==> config.mk <==
export PLATFORM = sky130hd
export DESIGN_NAME = remote_comm_n_flat
export DESIGN_NICKNAME = d
export VERILOG_FILES = /design/src/rtl/remote_comm_n_if.sv /design/src/rtl/remote_comm_n.sv /design/src/flat_wrapper.sv
export SDC_FILE = /design/constraint.sdc
export NUM_CORES = 1
export LEC_CHECK = 0
export CORE_ASPECT_RATIO = 0.75
export CORE_MARGIN = 3
export CORE_UTILIZATION = 45
export CTS_CLUSTER_DIAMETER = 200
export DETAILED_ROUTE_END_ITERATION = 7
export GPL_TIMING_DRIVEN = 0
export PLACE_DENSITY = 0.69
export SYNTH_ARGS = -nofsm -noshare
export SYNTH_HDL_FRONTEND = slang
export SYNTH_SLANG_ARGS = --single-unit
==> constraint.sdc <==
create_clock -name clk -period 4.8 [get_ports clk]
set_input_delay 0.96 -clock clk [delete_from_list [all_inputs] [get_ports clk]]
set_output_delay 0.96 -clock clk [all_outputs]
set_load 0.005 [all_outputs]
==> src/rtl/remote_comm_n_if.sv <==
// Command/UART handshake bundle for remote_comm_n.
// master: command source plus UART model; slave: the remote_comm_n block.
interface remote_comm_n_if #(
   parameter int unsigned NBYTES = 2
) ();
   logic [8*NBYTES-1:0] cmd;
   logic                send_cmd;
   logic                cmd_sent;
   logic                err;
   logic                busy;
   logic                trmt;
   logic [7:0]          tx_data;
   logic                tx_done;
   logic                rx_rdy;
   logic [7:0]          rx_data;
   logic                clr_rx_rdy;

   modport master (
      output cmd, send_cmd, tx_done, rx_rdy, rx_data,
      input  cmd_sent, err, busy, trmt, tx_data, clr_rx_rdy
   );

   modport slave (
      input  cmd, send_cmd, tx_done, rx_rdy, rx_data,
      output cmd_sent, err, busy, trmt, tx_data, clr_rx_rdy
   );
endinterface

==> src/rtl/remote_comm_n.sv <==
// Sends an NBYTES command frame (MS byte first) over a UART and waits for an
// ACK byte, resending the whole frame on timeout up to MAX_RETRY times.
module remote_comm_n #(
   parameter int unsigned NBYTES      = 2,
   parameter logic [7:0]  ACK_BYTE    = 8'hA5,
   parameter int unsigned TIMEOUT_CYC = 1_000_000,
   parameter int unsigned MAX_RETRY   = 2
) (
   input logic            clk,
   input logic            rst_n,
   remote_comm_n_if.slave bus
);

   localparam int unsigned IdxW   = (NBYTES > 1) ? $clog2(NBYTES) : 1;
   localparam int unsigned TimerW = $clog2(TIMEOUT_CYC + 1);

   typedef enum logic [1:0] {StIdle, StSend, StWaitTx, StWaitAck} state_e;

   state_e              state_q;
   logic [8*NBYTES-1:0] shadow_q;
   logic [IdxW-1:0]     idx_q;
   logic [3:0]          retry_q;
   logic [TimerW-1:0]   timer_q;
   logic                cmd_sent_q;
   logic                err_q;
   logic                trmt_q;
   logic                clr_rx_rdy_q;
   logic [7:0]          tx_data_q;

   logic rx_valid;
   logic ack_hit;
   logic timeout_hit;

   // rx_rdy is still high in the cycle our clear strobe is out; don't consume it twice.
   assign rx_valid    = bus.rx_rdy && !clr_rx_rdy_q;
   assign ack_hit     = rx_valid && (bus.rx_data == ACK_BYTE);
   assign timeout_hit = (timer_q == TimerW'(TIMEOUT_CYC - 1));

   // Frame sequencer with registered strobes and sticky status flags.
   always_ff @(posedge clk or negedge rst_n) begin
      if (!rst_n) begin
         state_q      <= StIdle;
         shadow_q     <= '0;
         idx_q        <= '0;
         retry_q      <= '0;
         timer_q      <= '0;
         cmd_sent_q   <= 1'b0;
         err_q        <= 1'b0;
         trmt_q       <= 1'b0;
         clr_rx_rdy_q <= 1'b0;
         tx_data_q    <= '0;
      end else begin
         trmt_q       <= 1'b0;
         clr_rx_rdy_q <= 1'b0;
         case (state_q)
            StIdle: begin
               if (bus.send_cmd) begin
                  shadow_q     <= bus.cmd;
                  idx_q        <= IdxW'(NBYTES - 1);
                  retry_q      <= '0;
                  cmd_sent_q   <= 1'b0;
                  err_q        <= 1'b0;
                  clr_rx_rdy_q <= 1'b1;  // flush any stale received byte
                  state_q      <= StSend;
               end
            end
            StSend: begin
               trmt_q    <= 1'b1;
               tx_data_q <= shadow_q[{idx_q, 3'b000} +: 8];
               state_q   <= StWaitTx;
            end
            StWaitTx: begin
               if (bus.tx_done) begin
                  if (idx_q != '0) begin
                     idx_q   <= idx_q - 1'b1;
                     state_q <= StSend;
                  end else begin
                     timer_q <= '0;
                     state_q <= StWaitAck;
                  end
               end
            end
            StWaitAck: begin
               timer_q <= timer_q + 1'b1;
               if (rx_valid) begin
                  clr_rx_rdy_q <= 1'b1;
               end
               // ACK wins over a coincident timeout.
               if (ack_hit) begin
                  cmd_sent_q <= 1'b1;
                  state_q    <= StIdle;
               end else if (timeout_hit) begin
                  if (retry_q < 4'(MAX_RETRY)) begin
                     retry_q <= retry_q + 1'b1;
                     idx_q   <= IdxW'(NBYTES - 1);
                     state_q <= StSend;
                  end else begin
                     err_q   <= 1'b1;
                     state_q <= StIdle;
                  end
               end
            end
            default: state_q <= StIdle;
         endcase
      end
   end

   assign bus.cmd_sent   = cmd_sent_q;
   assign bus.err        = err_q;
   assign bus.busy       = (state_q != StIdle);
   assign bus.trmt       = trmt_q;
   assign bus.tx_data    = tx_data_q;
   assign bus.clr_rx_rdy = clr_rx_rdy_q;

endmodule

==> src/flat_wrapper.sv <==
// flat-port wrapper written by rule: the top's interface ports become plain ports
module remote_comm_n_flat 
#(
   parameter int unsigned NBYTES      = 2,
   parameter logic [7:0]  ACK_BYTE    = 8'hA5,
   parameter int unsigned TIMEOUT_CYC = 1_000_000,
   parameter int unsigned MAX_RETRY   = 2
)
  (clk, rst_n, bus_cmd, bus_send_cmd, bus_tx_done, bus_rx_rdy, bus_rx_data, bus_cmd_sent, bus_err, bus_busy, bus_trmt, bus_tx_data, bus_clr_rx_rdy);
  remote_comm_n_if #(.NBYTES(NBYTES)) bus_i ();
  input logic clk;
  input logic rst_n;
  input wire logic [$bits(bus_i.cmd)-1:0] bus_cmd;
  input wire logic [$bits(bus_i.send_cmd)-1:0] bus_send_cmd;
  input wire logic [$bits(bus_i.tx_done)-1:0] bus_tx_done;
  input wire logic [$bits(bus_i.rx_rdy)-1:0] bus_rx_rdy;
  input wire logic [$bits(bus_i.rx_data)-1:0] bus_rx_data;
  output wire logic [$bits(bus_i.cmd_sent)-1:0] bus_cmd_sent;
  output wire logic [$bits(bus_i.err)-1:0] bus_err;
  output wire logic [$bits(bus_i.busy)-1:0] bus_busy;
  output wire logic [$bits(bus_i.trmt)-1:0] bus_trmt;
  output wire logic [$bits(bus_i.tx_data)-1:0] bus_tx_data;
  output wire logic [$bits(bus_i.clr_rx_rdy)-1:0] bus_clr_rx_rdy;
  assign bus_i.cmd = bus_cmd;
  assign bus_i.send_cmd = bus_send_cmd;
  assign bus_i.tx_done = bus_tx_done;
  assign bus_i.rx_rdy = bus_rx_rdy;
  assign bus_i.rx_data = bus_rx_data;
  assign bus_cmd_sent = bus_i.cmd_sent;
  assign bus_err = bus_i.err;
  assign bus_busy = bus_i.busy;
  assign bus_trmt = bus_i.trmt;
  assign bus_tx_data = bus_i.tx_data;
  assign bus_clr_rx_rdy = bus_i.clr_rx_rdy;
  remote_comm_n #(.NBYTES(NBYTES), .ACK_BYTE(ACK_BYTE), .TIMEOUT_CYC(TIMEOUT_CYC), .MAX_RETRY(MAX_RETRY)) u_core (.clk(clk), .rst_n(rst_n), .bus(bus_i));
endmodule
* Word-level counts from Yosys, hierarchy flattened
Index checks and enable logic that the tools add are counted. W data, S select, Z words.
Word-level totals: register bits after elaboration 55, bits in latches 0, memory bits (writable) 0, bits in read-only memories 0, input bits 29, output and inout port bits 13, memories kept 0
Cells by class: $add $sub $neg 3, multiply operators 0, divide/modulo/power cells 0, magnitude comparators 1, equality and inequality tests 14, shift operators 1, muxes and demuxes 33, bitwise gates (word level) 0, reductions and logical operators 15
Operators by type and width (count):
- $mux W20 | 2
- $pmux W20 S2 | 1
- $add A20 B1 Y20 const B | 1
- $eq A20 B20 Y1 const B | 1
- $mux W4 | 4
- $shiftx A16 B5 Y8 | 1
- $mux W1 | 15
- $mux W2 | 5
- $ne A2 B2 Y1 const B | 5
- $reduce_and A5 Y1 | 2
- $reduce_and A3 Y1 | 3
- $eq A8 B8 Y1 const B | 1
- $pmux W2 S4 | 1
- $pmux W4 S2 | 1
- $ne A2 B1 Y1 const B | 3
- $pmux W1 S2 | 3
- $reduce_and A6 Y1 | 1
- $reduce_bool A2 Y1 | 3
- $add A4 B1 Y4 const B | 1
- $eq A2 B2 Y1 const B | 2
- $lt A4 B2 Y1 const B | 1
- $ne A3 B1 Y1 const B | 1
- $pmux W1 S3 | 1
- $reduce_bool A3 Y1 | 1
- 6 further kinds | 7

* Depth between registers and ports, before layout
Gate-level depths: netlist (run 1).
depth in word-level cells 5, depth in mapped cells 7, gate-level depth less buffers 7

* Least setup slack after synthesis (run 1)
Ideal clock, no wire load.
path type input port to flip-flop, start point input port bus_tx_done, end point register u_core.timer_q[19], library setup time 0.125 ns, data arrival time 2.003 ns, required time 4.675 ns, slack 2.672 ns, cell stages on the path 5, path buffers 0, cell sequence and3b_2 -> o2111a_4 -> nand3_4 -> nor3_1 -> mux2_2
Between the ends: cells in the longest elaborated chain, start to end 2
Ends and longest elaborated chain:
- from (decl) | line flat_wrapper.sv:15 | input wire logic [$bits(bus_i.tx_done)-1:0] bus_tx_done;
- $ne A2 B2 Y1 (no line)
- $reduce_and A3 Y1 (no line)
- to (signal assigned) | line remote_comm_n.sv:84 | timer_q <= timer_q + 1'b1;
- to (decl) | line remote_comm_n.sv:23 | logic [TimerW-1:0] timer_q;
Every way passes these cells. A chain may end at the register's enable or synchronous reset.

* Worst setup path after layout (run 1)
start point register u_core.state_q[0], end point output port bus_busy
Between the ends: cells in the longest elaborated chain, start to end 1
Ends and longest elaborated chain:
- from (decl) | line remote_comm_n.sv:19 | state_e state_q;
- from (signal assigned) | line remote_comm_n.sv:42 | state_q <= StIdle;
- from (signal assigned) | line remote_comm_n.sv:64 | state_q <= StSend;
- from (signal assigned) | line remote_comm_n.sv:70 | state_q <= StWaitTx;
- $reduce_bool A2 Y1 | line remote_comm_n.sv:110 | assign bus.busy = (state_q != StIdle);
- to (decl) | line flat_wrapper.sv:20 | output wire logic [$bits(bus_i.busy)-1:0] bus_busy;
Every way passes these cells.

==> flow_summary.json, run 1 <==
{
  "status": "finished, final reports clean",
  "grt_pass1_wl_microns": 9450,
  "track_usage_pct": 17.5,
  "intPower_mw": 1.02,
  "r2r_setup_slack_ns": 2.56,
  "slew_headroom_pct": 59.9,
  "clock_sinks": 55,
  "holdPathStages": 1,
  "clock_latency_ns": 0.31,
  "crit_type": "flop to primary output",
  "die_w_microns": 95.3,
  "hold_path.class": "flop to flop",
  "r2r_cells": 5,
  "cts-hold-fix-buffers": 0,
  "via_per_inst": 5.26,
  "min_period_ns": 2.67,
  "clock_skew_ns": 0.00872,
  "cts_tree": "built",
  "ys.flop_type": "dfrtp_1",
  "dieArea_sq_mm": 0.00696,
  "hold_slack_ns": 0.519,
  "yosysWarnings": 0,
  "async_flop_share_pct": 100,
  "drive_gt1_share_pct": 12.0,
  "cts_buffers": 5,
  "start_util_pct": 48.5,
  "avgRoutedWirePerCell_microns": 14.8,
  "synth_nets": 287,
  "antenna_found_initial": 0,
  "synth_enable_flop_cells": 0,
  "finalWorstSetupSlack_ns": 2.13,
  "die_h_microns": 73.0,
  "gr-total-overflow": 0,
  "switching_share_pct": 34.7,
  "finalWeightedCongestion": 0.787,
  "period_share_pct": 55.7,
  "max_freq_mhz": 374,
  "nNetsFinal": 336,
  "core-area_sq_mm": 0.00555,
  "ctsResizeCount": 0,
  "endpoint_kind": "primary output",
  "power_frac_comb_pct": 38.4,
  "rsz0062_at_grt": "no",
  "vdd_drop_max_uv": 212,
  "vias": 1979,
  "p_sw_uw": 541,
  "post-place-ws_ns": 1.91,
  "htreeDepth": 2,
  "hpwl_microns": 4170,
  "final_common_cell": "dfrtp_1",
  "tns_ns": 0,
  "synth_cells": 251,
  "fillers": 481,
  "p_per_area_mw_per_mm2": 471,
  "synth-seq-area-share_pct": 51.1,
  "wl_microns": 5550,
  "worstPathMaxFanout": 6,
  "setup_viol": 0,
  "cap_violations": 0,
  "syn_area_sq_mm": 0.00269,
  "ys_ff_latch": 55,
  "startpoint_type": "flop",
  "mostFrequentLayoutCells": "55 x dfrtp_1, 40 x clkdlybuf4s50_1, 35 x nor2_1",
  "drc": 0,
  "power.leakage_nw": 1.47,
  "pin_count": 42,
  "io_buffers": 41,
  "p_seq_share_pct": 44.2,
  "cp_data_arrival_time_ns": 1.71,
  "cp.required_ns": 3.84,
  "hold_viol_final": 0,
  "ant_nets": 0,
  "p_clk_share_pct": 17.4,
  "netlist-cell-type-count": 44,
  "num_rows": 23,
  "tightest_slew_ns": 0.602,
  "clk_path_buf_depth": 2,
  "slew_violations": 0,
  "clk_root_buffer_cell": "clkbuf_8",
  "drtIter0Drc": 77,
  "diodes": 0,
  "grt_start_max_net_pins": 35,
  "grt_pass1_vias": 2021,
  "areaGrowthSynthToFinish_pct": 22.9,
  "firstDrtPassIters": 4,
  "post_cts.repair.setup_buffers": 0,
  "syn_avg_cell_area_sq_um": 10.7,
  "cts.clk_slew.worst_paths_ns": 0.11
}
==> cells by family (layout without fill, tap and decap cells) <==
kind of cell	after synthesis	after routing	synth area share, %
simple gates	100	100	20.1
flops	55	55	51.1
compound gates	34	34	8.08
mux	27	27	10.8
buf+inv	15	65	2.41
xor+xnor	13	13	4.23
fa+ha+maj	7	7	3.25
==> flip-flops by register name, indices dropped and copies added, names as in the netlist <==
name and count:
u_core.bus.clr_rx_rdy 1, u_core.bus.cmd_sent 1, u_core.bus.err 1, u_core.bus.trmt 1
u_core.bus.tx_data 8, u_core.idx_q 1, u_core.retry_q 4, u_core.shadow_q 16
u_core.state_q 2, u_core.timer_q 20
==> power groups by stage <==
stage	registers [mW]	logic (mW)	clock network, mW
3_3_place_gp	0.693	0.586	0
2_1_floorplan	0.681	0.382	0
5_1_grt	0.708	0.673	0.300
3_5_place_dp	0.697	0.606	0
4_1_cts	0.689	0.607	0.278
6_report	0.689	0.598	0.272
==> final timing paths <==
kind / endpoint / from
setup / recovery: bus_busy / u_core.state_q[0]
hold / removal: u_core.shadow_q[4] / u_core.shadow_q[4]
setup reg to reg: u_core.shadow_q[9] / u_core.state_q[0]
hold reg to reg: u_core.shadow_q[4] / u_core.shadow_q[4]
max in group asynchronous: u_core.timer_q[3] / rst_n
min in group asynchronous: u_core.timer_q[14] / rst_n
==> worst max-delay path: stages (launching register included) <==
cell             delay (ns)
dfrtp_1                0.44
inv_1                  0.12
ha_1                   0.24
inv_1                  0.09
clkdlybuf4s50_1        0.50
==> metrics by stage <==
step | utilization, % | total power, mW | instance area, sq um | instances
2_1_floorplan | - | 1.06 | 2690 | 251
3_3_place_gp | 57.6 | 1.28 | 3200 | 367
3_5_place_dp | 57.9 | 1.30 | 3210 | 368
4_1_cts | 59.6 | 1.57 | 3310 | 376
5_1_grt | 59.6 | 1.68 | 3310 | 376
6_report | 59.6 | 1.56 | 3310 | 376
==> synthesized netlist by cell type, drive strengths merged (6+ instances only) <==
library cell / number / area (sq um)
dfrtp: 55 / 1380
nor2: 35 / 131
mux2: 17 / 191
a21oi: 15 / 75.1
nand2: 14 / 52.6
mux2i: 10 / 100
inv: 9 / 33.8
xnor2: 9 / 78.8
o21ai: 8 / 40.0
ha: 7 / 87.6
nand3: 6 / 42.5
nor3: 6 / 30.0
==> per-layer routing <==
metal / global-route usage, % / vias up / part of all wire (%)
met5: 0 / - / 0
met4: 2.88 / 0 / 0.61
met3: 4.54 / 4 / 5.7
met2: 27.2 / 47 / 43
met1: 25.2 / 948 / 50
li1: - / 980 / -
==> area by class of cell <==
| class | count | area [sq um] | share of cell area (%) |
|---|---|---|---|
| clock inverter | 3 | 28.8 | 0.869 |
| buffer | 6 | 31.3 | 0.945 |
| multi-input combinational | 181 | 1250 | 37.8 |
| inverter | 9 | 33.8 | 1.02 |
| timing repair buffer | 42 | 425 | 12.8 |
| clock buffer | 5 | 68.8 | 2.08 |
| sequential | 55 | 1380 | 41.6 |
| tap | 75 | 93.8 | 2.83 |
No activity file was read; power rests on OpenSTA's default activity.
==> inputs of run 2 (changes only) <==
Clock period 4.8 ns to 2.8 ns, I/O delays scaled along.
==> results of run 2 <==
Same layout as run 1 (identical final DEF). Status: finished, final reports clean.
Main changes from that run: setup slack after placement 1.91 ns -> 0.309 ns; setup slack after layout 2.13 ns -> 0.527 ns; hold slack 0.519 ns -> 0.207 ns; register-to-register setup slack 2.56 ns -> 0.56 ns; total power 1.56 mW -> 2.67 mW; worst IR drop on VDD 212 uV -> 363 uV
